[config.mk]
export PLATFORM = sky130hd
export DESIGN_NAME = ad_scan_scheduler
export DESIGN_NICKNAME = d
export VERILOG_FILES = /design/src/rtl/ad_pkg.sv /design/src/rtl/ad_sample_timer.sv /design/src/rtl/ad_scan_scheduler.sv
export SDC_FILE = /design/constraint.sdc
export NUM_CORES = 1
export LEC_CHECK = 0
export CORE_MARGIN = 1
export CORE_UTILIZATION = 58
export CTS_CLUSTER_SIZE = 40
export DETAILED_ROUTE_END_ITERATION = 12
export GPL_TIMING_DRIVEN = 0
export PLACE_DENSITY = 0.8
export SLEW_MARGIN = 25
export SYNTH_ARGS = -nofsm -noshare
export SYNTH_HDL_FRONTEND = slang
export SYNTH_HIERARCHICAL = 1
export SYNTH_SLANG_ARGS = --single-unit
[constraint.sdc]
create_clock -name CLK -period 7.5 [get_ports CLK]
set_input_delay 1.875 -clock CLK [delete_from_list [all_inputs] [get_ports CLK]]
set_output_delay 1.875 -clock CLK [all_outputs]
set_load 0.05 [all_outputs]
[src/rtl/ad_pkg.sv]
// Shared encodings and helpers for the ADC channel scheduler.
package ad_pkg;
  localparam int AD_WIDTH = 12;
  localparam int AD_NCH   = 8;

  typedef enum logic [1:0] {
    MODE_SINGLE = 2'b00,
    MODE_SCAN4  = 2'b01,
    MODE_SCAN8  = 2'b10,
    MODE_PAUSE  = 2'b11
  } ad_mode_e;

  typedef enum logic [1:0] {
    IDLE      = 2'd0,
    WAIT_DONE = 2'd1,
    STORE     = 2'd2
  } ad_state_e;

  // Next channel in scan order; single and pause modes keep the pointer.
  function automatic logic [2:0] ch_advance(input ad_mode_e m, input logic [2:0] ch);
    case (m)
      MODE_SCAN4: ch_advance = {1'b0, ch[1:0] + 2'd1};
      MODE_SCAN8: ch_advance = ch + 3'd1;
      default:    ch_advance = ch;
    endcase
  endfunction
endpackage

[src/rtl/ad_sample_timer.sv]
// Free-running sample-rate divider; one-cycle tick every SAMPLE_PERIOD cycles.
module ad_sample_timer #(
  parameter int SAMPLE_PERIOD = 5000
) (
  input  logic CLK,
  input  logic RST,
  input  logic en,
  output logic tick
);
  localparam int CW = $clog2(SAMPLE_PERIOD);
  localparam logic [CW-1:0] LAST = CW'(SAMPLE_PERIOD - 1);

  logic [CW-1:0] cnt_q, cnt_d;

  assign tick = en && (cnt_q == LAST);

  always_comb begin
    cnt_d = cnt_q + CW'(1);
    if (!en || tick) cnt_d = '0;
  end

  always_ff @(posedge CLK or posedge RST) begin
    if (RST) cnt_q <= '0;
    else     cnt_q <= cnt_d;
  end
endmodule

[src/rtl/ad_scan_scheduler.sv]
// Paces ADC requests, picks channel per scan mode, checks echoed address and
// keeps the latest result per channel.
module ad_scan_scheduler
  import ad_pkg::*;
#(
  parameter int SAMPLE_PERIOD = 5000,
  parameter int TIMEOUT       = 1024
) (
  input  logic                CLK,
  input  logic                RST,
  input  logic [1:0]          Switch,
  input  logic [2:0]          Sel_Ch,
  output logic                Conv_Start,
  output logic [2:0]          Conv_Addr,
  input  logic                Conv_Busy,
  input  logic                Conv_Done,
  input  logic [AD_WIDTH-1:0] Conv_Data,
  input  logic [2:0]          Conv_RetAddr,
  output logic                Res_Valid,
  output logic [2:0]          Res_Addr,
  output logic [AD_WIDTH-1:0] Res_Data,
  input  logic [2:0]          Rd_Addr,
  output logic [AD_WIDTH-1:0] Rd_Data,
  input  logic                Err_Clr,
  output logic                Err_Addr,
  output logic                Err_Timeout,
  output logic                Overrun
);
  localparam int TW = $clog2(TIMEOUT + 1);

  ad_mode_e  mode;
  ad_state_e state_q, state_d;
  logic      tick, addr_ok, tmo_hit, wr_en, ch_adv;
  logic      ev_addr, ev_tmo, ev_ovr;
  logic [2:0] ch_q, ch_d, req_ch;
  logic [TW-1:0] tmo_q, tmo_d;
  logic [AD_WIDTH-1:0] data_q, data_d;
  logic conv_start_q, conv_start_d, res_valid_q, res_valid_d;
  logic [2:0] conv_addr_q, conv_addr_d, res_addr_q, res_addr_d;
  logic [AD_WIDTH-1:0] res_data_q, res_data_d;
  logic err_addr_q, err_addr_d, err_tmo_q, err_tmo_d, ovr_q, ovr_d;
  logic [AD_WIDTH-1:0] file_q [AD_NCH];

  assign mode = ad_mode_e'(Switch);

  ad_sample_timer #(.SAMPLE_PERIOD(SAMPLE_PERIOD)) u_timer (
    .CLK (CLK),
    .RST (RST),
    .en  (mode != MODE_PAUSE),
    .tick(tick)
  );

  assign addr_ok = (Conv_RetAddr == conv_addr_q);
  assign tmo_hit = (tmo_q == TW'(TIMEOUT));
  // A stale pointer left over from a wider scan requests channel 0, matching the forced reset below.
  assign req_ch  = (mode == MODE_SCAN4 && ch_q[2]) ? 3'd0 : ch_q;

  always_ff @(posedge CLK or posedge RST) begin
    if (RST) state_q <= IDLE;
    else     state_q <= state_d;
  end

  always_comb begin
    state_d = state_q;
    case (state_q)
      IDLE:      if (tick && !Conv_Busy) state_d = WAIT_DONE;
      WAIT_DONE: if (Conv_Done)          state_d = addr_ok ? STORE : IDLE;
                 else if (tmo_hit)       state_d = IDLE;
      STORE:     state_d = IDLE;
      default:   state_d = IDLE;
    endcase
  end

  always_comb begin
    conv_start_d = 1'b0;
    conv_addr_d  = conv_addr_q;
    res_valid_d  = 1'b0;
    res_addr_d   = res_addr_q;
    res_data_d   = res_data_q;
    data_d       = data_q;
    tmo_d        = tmo_q;
    wr_en        = 1'b0;
    ch_adv       = 1'b0;
    ev_addr      = 1'b0;
    ev_tmo       = 1'b0;
    ev_ovr       = 1'b0;
    case (state_q)
      IDLE: if (tick) begin
        if (Conv_Busy) ev_ovr = 1'b1;
        else begin
          conv_start_d = 1'b1;
          conv_addr_d  = (mode == MODE_SINGLE) ? Sel_Ch : req_ch;
          tmo_d        = '0;
        end
      end
      WAIT_DONE: begin
        tmo_d  = tmo_q + TW'(1);
        ev_ovr = tick;
        if (Conv_Done) begin
          if (addr_ok) data_d = Conv_Data;
          else begin
            ev_addr = 1'b1;
            ch_adv  = 1'b1;
          end
        end else if (tmo_hit) begin
          ev_tmo = 1'b1;
          ch_adv = 1'b1;
        end
      end
      STORE: begin
        wr_en       = 1'b1;
        res_valid_d = 1'b1;
        res_addr_d  = conv_addr_q;
        res_data_d  = data_q;
        ch_adv      = 1'b1;
        ev_ovr      = tick;  // result not yet retired, so a tick here is lost too
      end
      default: ;
    endcase
    ch_d = ch_q;
    if (mode == MODE_SCAN4 && ch_q[2]) ch_d = 3'd0;
    else if (ch_adv)                   ch_d = ch_advance(mode, ch_q);
    err_addr_d = (err_addr_q & ~Err_Clr) | ev_addr;
    err_tmo_d  = (err_tmo_q  & ~Err_Clr) | ev_tmo;
    ovr_d      = (ovr_q      & ~Err_Clr) | ev_ovr;
  end

  always_ff @(posedge CLK or posedge RST) begin
    if (RST) begin
      conv_start_q <= 1'b0;
      conv_addr_q  <= '0;
      res_valid_q  <= 1'b0;
      res_addr_q   <= '0;
      res_data_q   <= '0;
      data_q       <= '0;
      tmo_q        <= '0;
      ch_q         <= '0;
      err_addr_q   <= 1'b0;
      err_tmo_q    <= 1'b0;
      ovr_q        <= 1'b0;
      for (int i = 0; i < AD_NCH; i++) file_q[i] <= '0;
    end else begin
      conv_start_q <= conv_start_d;
      conv_addr_q  <= conv_addr_d;
      res_valid_q  <= res_valid_d;
      res_addr_q   <= res_addr_d;
      res_data_q   <= res_data_d;
      data_q       <= data_d;
      tmo_q        <= tmo_d;
      ch_q         <= ch_d;
      err_addr_q   <= err_addr_d;
      err_tmo_q    <= err_tmo_d;
      ovr_q        <= ovr_d;
      if (wr_en) file_q[conv_addr_q] <= data_q;
    end
  end

  assign Conv_Start  = conv_start_q;
  assign Conv_Addr   = conv_addr_q;
  assign Res_Valid   = res_valid_q;
  assign Res_Addr    = res_addr_q;
  assign Res_Data    = res_data_q;
  assign Rd_Data     = file_q[Rd_Addr];
  assign Err_Addr    = err_addr_q;
  assign Err_Timeout = err_tmo_q;
  assign Overrun     = ovr_q;
endmodule

## After elaboration in Yosys (flattened, before gate mapping)

Cells that the tools add are included.

| word-level totals | value |
|---|---|
| register bits | 160 |
| input bits | 28 |
| output and inout port bits | 35 |

| operators by class | value |
|---|---|
| $add $sub $neg | 4 |
| $lt $le $gt $ge | 3 |
| eq/ne operators | 12 |
| muxes and demuxes | 35 |
| bitwise operators | 10 |
| reduce and logical (&&, ||, !) cells | 18 |

Operator list:

| kind | number |
|---|---|
| $bwmux W96 | 1 |
| $bmux W12 S3 | 1 |
| $demux W12 S3 | 1 |
| $mux W12 | 3 |
| $mux W11 | 2 |
| $pmux W11 S2 | 1 |
| $add A13 B1 Y13 const B | 1 |
| $eq A13 B13 Y1 const B | 1 |
| $mux W1 | 13 |
| $mux W13 | 1 |
| $mux W3 | 4 |
| $add A11 B1 Y11 const B | 1 |
| $eq A11 B11 Y1 const B | 1 |
| $reduce_and A3 Y1 | 3 |
| $ge A4 B4 Y1 const B | 2 |
| $mux W2 | 4 |
| $ne A2 B2 Y1 const B | 4 |
| $not A3 Y4 | 2 |
| $pmux W3 S2 | 1 |
| $eq A2 B1 Y1 const B | 2 |
| $eq A2 B2 Y1 const B | 2 |
| $logic_and A1 B1 Y1 | 4 |
| $logic_not A2 Y1 | 2 |
| $lt A4 B1 Y1 const B | 1 |
| other kinds (15) | 24 |

## Depth between registers and ports, before layout

| depth | value |
|---|---|
| depth in word-level cells | 6 |
| mapped depth | 9 |
| depth with buffers taken out | 8 |

## By module

Netlist, hierarchy kept.

By module, submodules not included:

| module | times used | cells an instance | area an instance (um^2) | seq. area each (um^2) |
|---|---|---|---|---|
| ad_scan_scheduler | 1 | 493 | 6954.2 | 3678.5 |
| ad_sample_timer | 1 | 65 | 634.4 | 325.3 |

## Worst setup path before layout

No wires, ideal clock.

| timing | value |
|---|---|
| kind | input to output |
| from | input port Rd_Addr[0] |
| to | output port Rd_Data[0] |
| data arrival time | 3.136 ns |
| required time | 5.625 ns |
| path slack | 2.489 ns |
| cell stages on the path | 4 |
| cell sequence | buf_2 buf_6 mux4_2 mux2_2 |

| between the ends | value |
|---|---|
| longest elaborated chain between the ends | 4 |

RTL lines:

| item | RTL line | source |
|---|---|---|
| start: declaration | ad_scan_scheduler.sv:22 | `input logic [2:0] Rd_Addr,` |
| $not A3 Y4 (implied by the code) | ad_scan_scheduler.sv:163 | `assign Rd_Data = file_q[Rd_Addr];` |
| $bmux W12 S3 | ad_scan_scheduler.sv:163 |  |
| $mux W12 (implied by the code) (2 in a row) | ad_scan_scheduler.sv:163 |  |
| end: declaration | ad_scan_scheduler.sv:23 | `output logic [AD_WIDTH-1:0] Rd_Data,` |

Every way passes these cells. The select of a mux whose other input is x is not followed.

## Worst setup path after layout

| timing | value |
|---|---|
| from | input port Rd_Addr[2] |
| to | output port Rd_Data[6] |

The elaborated chain is that of the path after synthesis.

==> impl_metrics.tcl <==
set metrics [dict create \
    outcome "complete, no violations" \
    cts_resized 0 \
    synthesis.nets 594 \
    start_kind "input port" \
    rows 41 \
    dp.cells 790 \
    drt_iter0_markers 338 \
    seq_area_frac_synth 0.528 \
    cts.path.max_buffers 2 \
    dpl_cell_area_um2 8430 \
    synthAdderAreaFrac 0.0132 \
    fmax_ghz 0.164 \
    dp_hpwl_um 10500 \
    synth-edff-count 0 \
    drive_gt1_frac 0.306 \
    async_flop_share 1.00 \
    rsz0062_at_grt "no" \
    numCtsBuffers 17 \
    fin_cells 822 \
    clk_latency_ns 0.43 \
    port_buffers 59 \
    synth_warnings 6 \
    synthSimpleGateAreaFrac 0.0740 \
    setup_viol 0 \
    worstPathBufferInverterCount 3 \
    wl_um 15800 \
    avgViaCountPerCell 5.76 \
    gr-total-overflow 0 \
    synth_largest_area_cell "dfrtp_1" \
    p_leak_nw 4.18 \
    ys_ff_latch 160 \
    die-width_um 116 \
    cap_violations 0 \
    ioPinCount 63 \
    dieArea_um2 13500 \
    synth_mux_area_frac 0.275 \
    end_kind "output port" \
    grt_pass1_wl_um 26000 \
    ir_worst_vdd_uv 146 \
    cpMaxStageDelayCell "clkdlybuf4s50_1" \
    cts.sinks 160 \
    synthCells 558 \
    die_h_um 116 \
    initial_core_util 0.599 \
    area_delta_synth_final_pct 18.8 \
    mostFrequentLayoutCell "dfrtp_1" \
    fin_ws_ns 1.42 \
    slew_headroom 0.481 \
    synthDistinctLibCells 55 \
    wl_per_cell_um 19.2 \
    synth_area_leaders "dfrtp_1 (53%), mux2_2 (15%), mux4_2 (7.1%), mux2_1 (4.6%), xnor2_1 (2.0%)" \
    vias 4737 \
    worst_slew_pin_slew_ns 0.779 \
    power.density_nw_per_um2 215 \
    synth-compound-area-share 0.0486 \
    avgSynthCellArea_um2 13.6 \
    critPathTopFamily "buffers and inverters" \
    fin_crit_ns 6.08 \
    root_buffer "clkbuf_16" \
    grt_start_max_net_pins 109 \
    crit_path_frequent_cell "clkdlybuf4s50_1" \
    min_path_type "flip-flop to flip-flop" \
    dp_slack_ns 1.41 \
    antenna_found_initial 0 \
    crit_type "input port to output port" \
    synth_flop_cell "dfrtp_1" \
    h-tree-depth 4 \
    cts_setup_buffers 0 \
    nets 673 \
    arrival_ns 4.21 \
    critPathMaxStageDelay_ns 0.70 \
    holdWs_ns 0.465 \
    synth_xor_area_frac 0.0242 \
    postRouteAntennaNets 0 \
    num_antenna_cells 0 \
    post-route-util 0.711 \
    final_cell_mix "dfrtp_1 (160), mux2_2 (103), clkdlybuf4s50_1 (59)" \
    coreArea_um2 12700 \
    timing.final.max_slew_violations 0 \
    clk_pin_slew_ns 0.06 \
    required_ns 5.62 \
    period_share 0.811 \
    first_pass_iters 4 \
    hold_viol 0 \
    grt_util_all_layers 0.261 \
    hold_buffers 0 \
    nFillCells 882 \
    final_area_um2 9010 \
    synth_area_um2 7590 \
    synth_top_family_by_area "multiplexers" \
    crit_fanout 10 \
    finalClockSkew_ns 0.00560 \
    crit_chain "clkdlybuf4s50_1, clkbuf_1, mux2_2, clkdlybuf4s50_1" \
    gp_congestion 0.853 \
    grt_pass1_vias 5052 \
    synth.top_cell.area_share 0.528 \
    drc_errors 0 \
    cts_tree "yes" \
]
[routing by layer]
| layer | GRT usage | part of all wire |
|---|---|---|
| met5 | 0 | 0 |
| met2 | 0.421 | 0.50 |
| met4 | 0.120 | 0.024 |
| met3 | 0.0566 | 0.049 |
| met1 | 0.340 | 0.42 |
[per-stage QoR]
step | power, mW | setup TNS [ns]
global placement | 1.08 | -15.44
detailed placement | 1.10 | 0
finish | 1.94 | 0
CTS | 1.95 | 0
floorplan | 1.04 | 0
global route | 2.00 | 0
[sequential cells by signal, indices dropped and copies added, names as in the netlist]
| register | count |
|---|---|
| Overrun | 1 |
| Res_Valid | 1 |
| state_q | 2 |
| Err_Timeout | 1 |
| Conv_Start | 1 |
| file_q | 96 |
| tmo_q | 11 |
| ch_q | 3 |
| Err_Addr | 1 |
| data_q | 12 |
| Conv_Addr | 3 |
| Res_Addr | 3 |
| u_timer/cnt_q | 13 |
| Res_Data | 12 |
[Yosys cell counts (5+ instances only)]
cell	count
inv_1	21
nand2_1	18
nor3_1	9
buf_1	13
o21ai_0	15
nor2_1	27
mux2_1	31
nand4_1	6
dfrtp_1	160
nand3_1	7
ha_1	8
buf_2	14
mux4_2	24
mux2_2	103
clkbuf_1	5
a211oi_1	5
a21oi_1	6
xnor2_1	17
[final timing paths]
check / slack (ns) / end / depth (start not counted) / start
max: 1.42 / Rd_Data[6] / 4 / Rd_Addr[2]
min: 0.47 / u_timer/cnt_q[0] / 1 / u_timer/cnt_q[0]
max reg2reg: 4.60 / tmo_q[7] / 8 / u_timer/cnt_q[10]
min reg2reg: 0.47 / u_timer/cnt_q[0] / 1 / u_timer/cnt_q[0]
max in group asynchronous: 4.85 / file_q[45] / 3 / RST
min in group asynchronous: 1.84 / ch_q[1] / 2 / RST
[cell families after synthesis]
group                      after synthesis
buffers and inverters                   60
DFF                                    160
adders and majority gates                8
xor gates and xnor gates                21
and+or+nand+nor                         97
AOI/OAI and AO/OA                       50
muxes                                  162
[power by group]
| part | internal, mW | switching (mW) | total [mW] | leakage [nW] |
|---|---|---|---|---|
| logic | 0.0639 | 0.0931 | 0.157 | 1.71 |
| clock network | 0.514 | 0.340 | 0.854 | 0.278 |
| registers | 0.892 | 0.0342 | 0.926 | 2.20 |
[worst reg2reg max path, stage by stage, from the launching register on]
cell and delay (ns):
dfrtp_1 0.41, or4b_1 0.54, or4_4 0.55, nor2_1 0.33, nand3b_4 0.16, buf_2 0.22, a2111oi_2 0.34, xnor2_1 0.17
nor2_1 0.05
[final cells by class]
class	count	area [um2]	share of cell area
repair buffers	60	618	0.0686
flip-flops and latches	160	4000	0.444
multi-input cells	338	3300	0.367
clock buffers	22	474	0.0526
inverters	21	86.3	0.00958
plain buffers	39	201	0.0223
well taps	172	215	0.0239
clock inverters	10	110	0.0122
No activity file was read; power rests on OpenSTA's default activity.
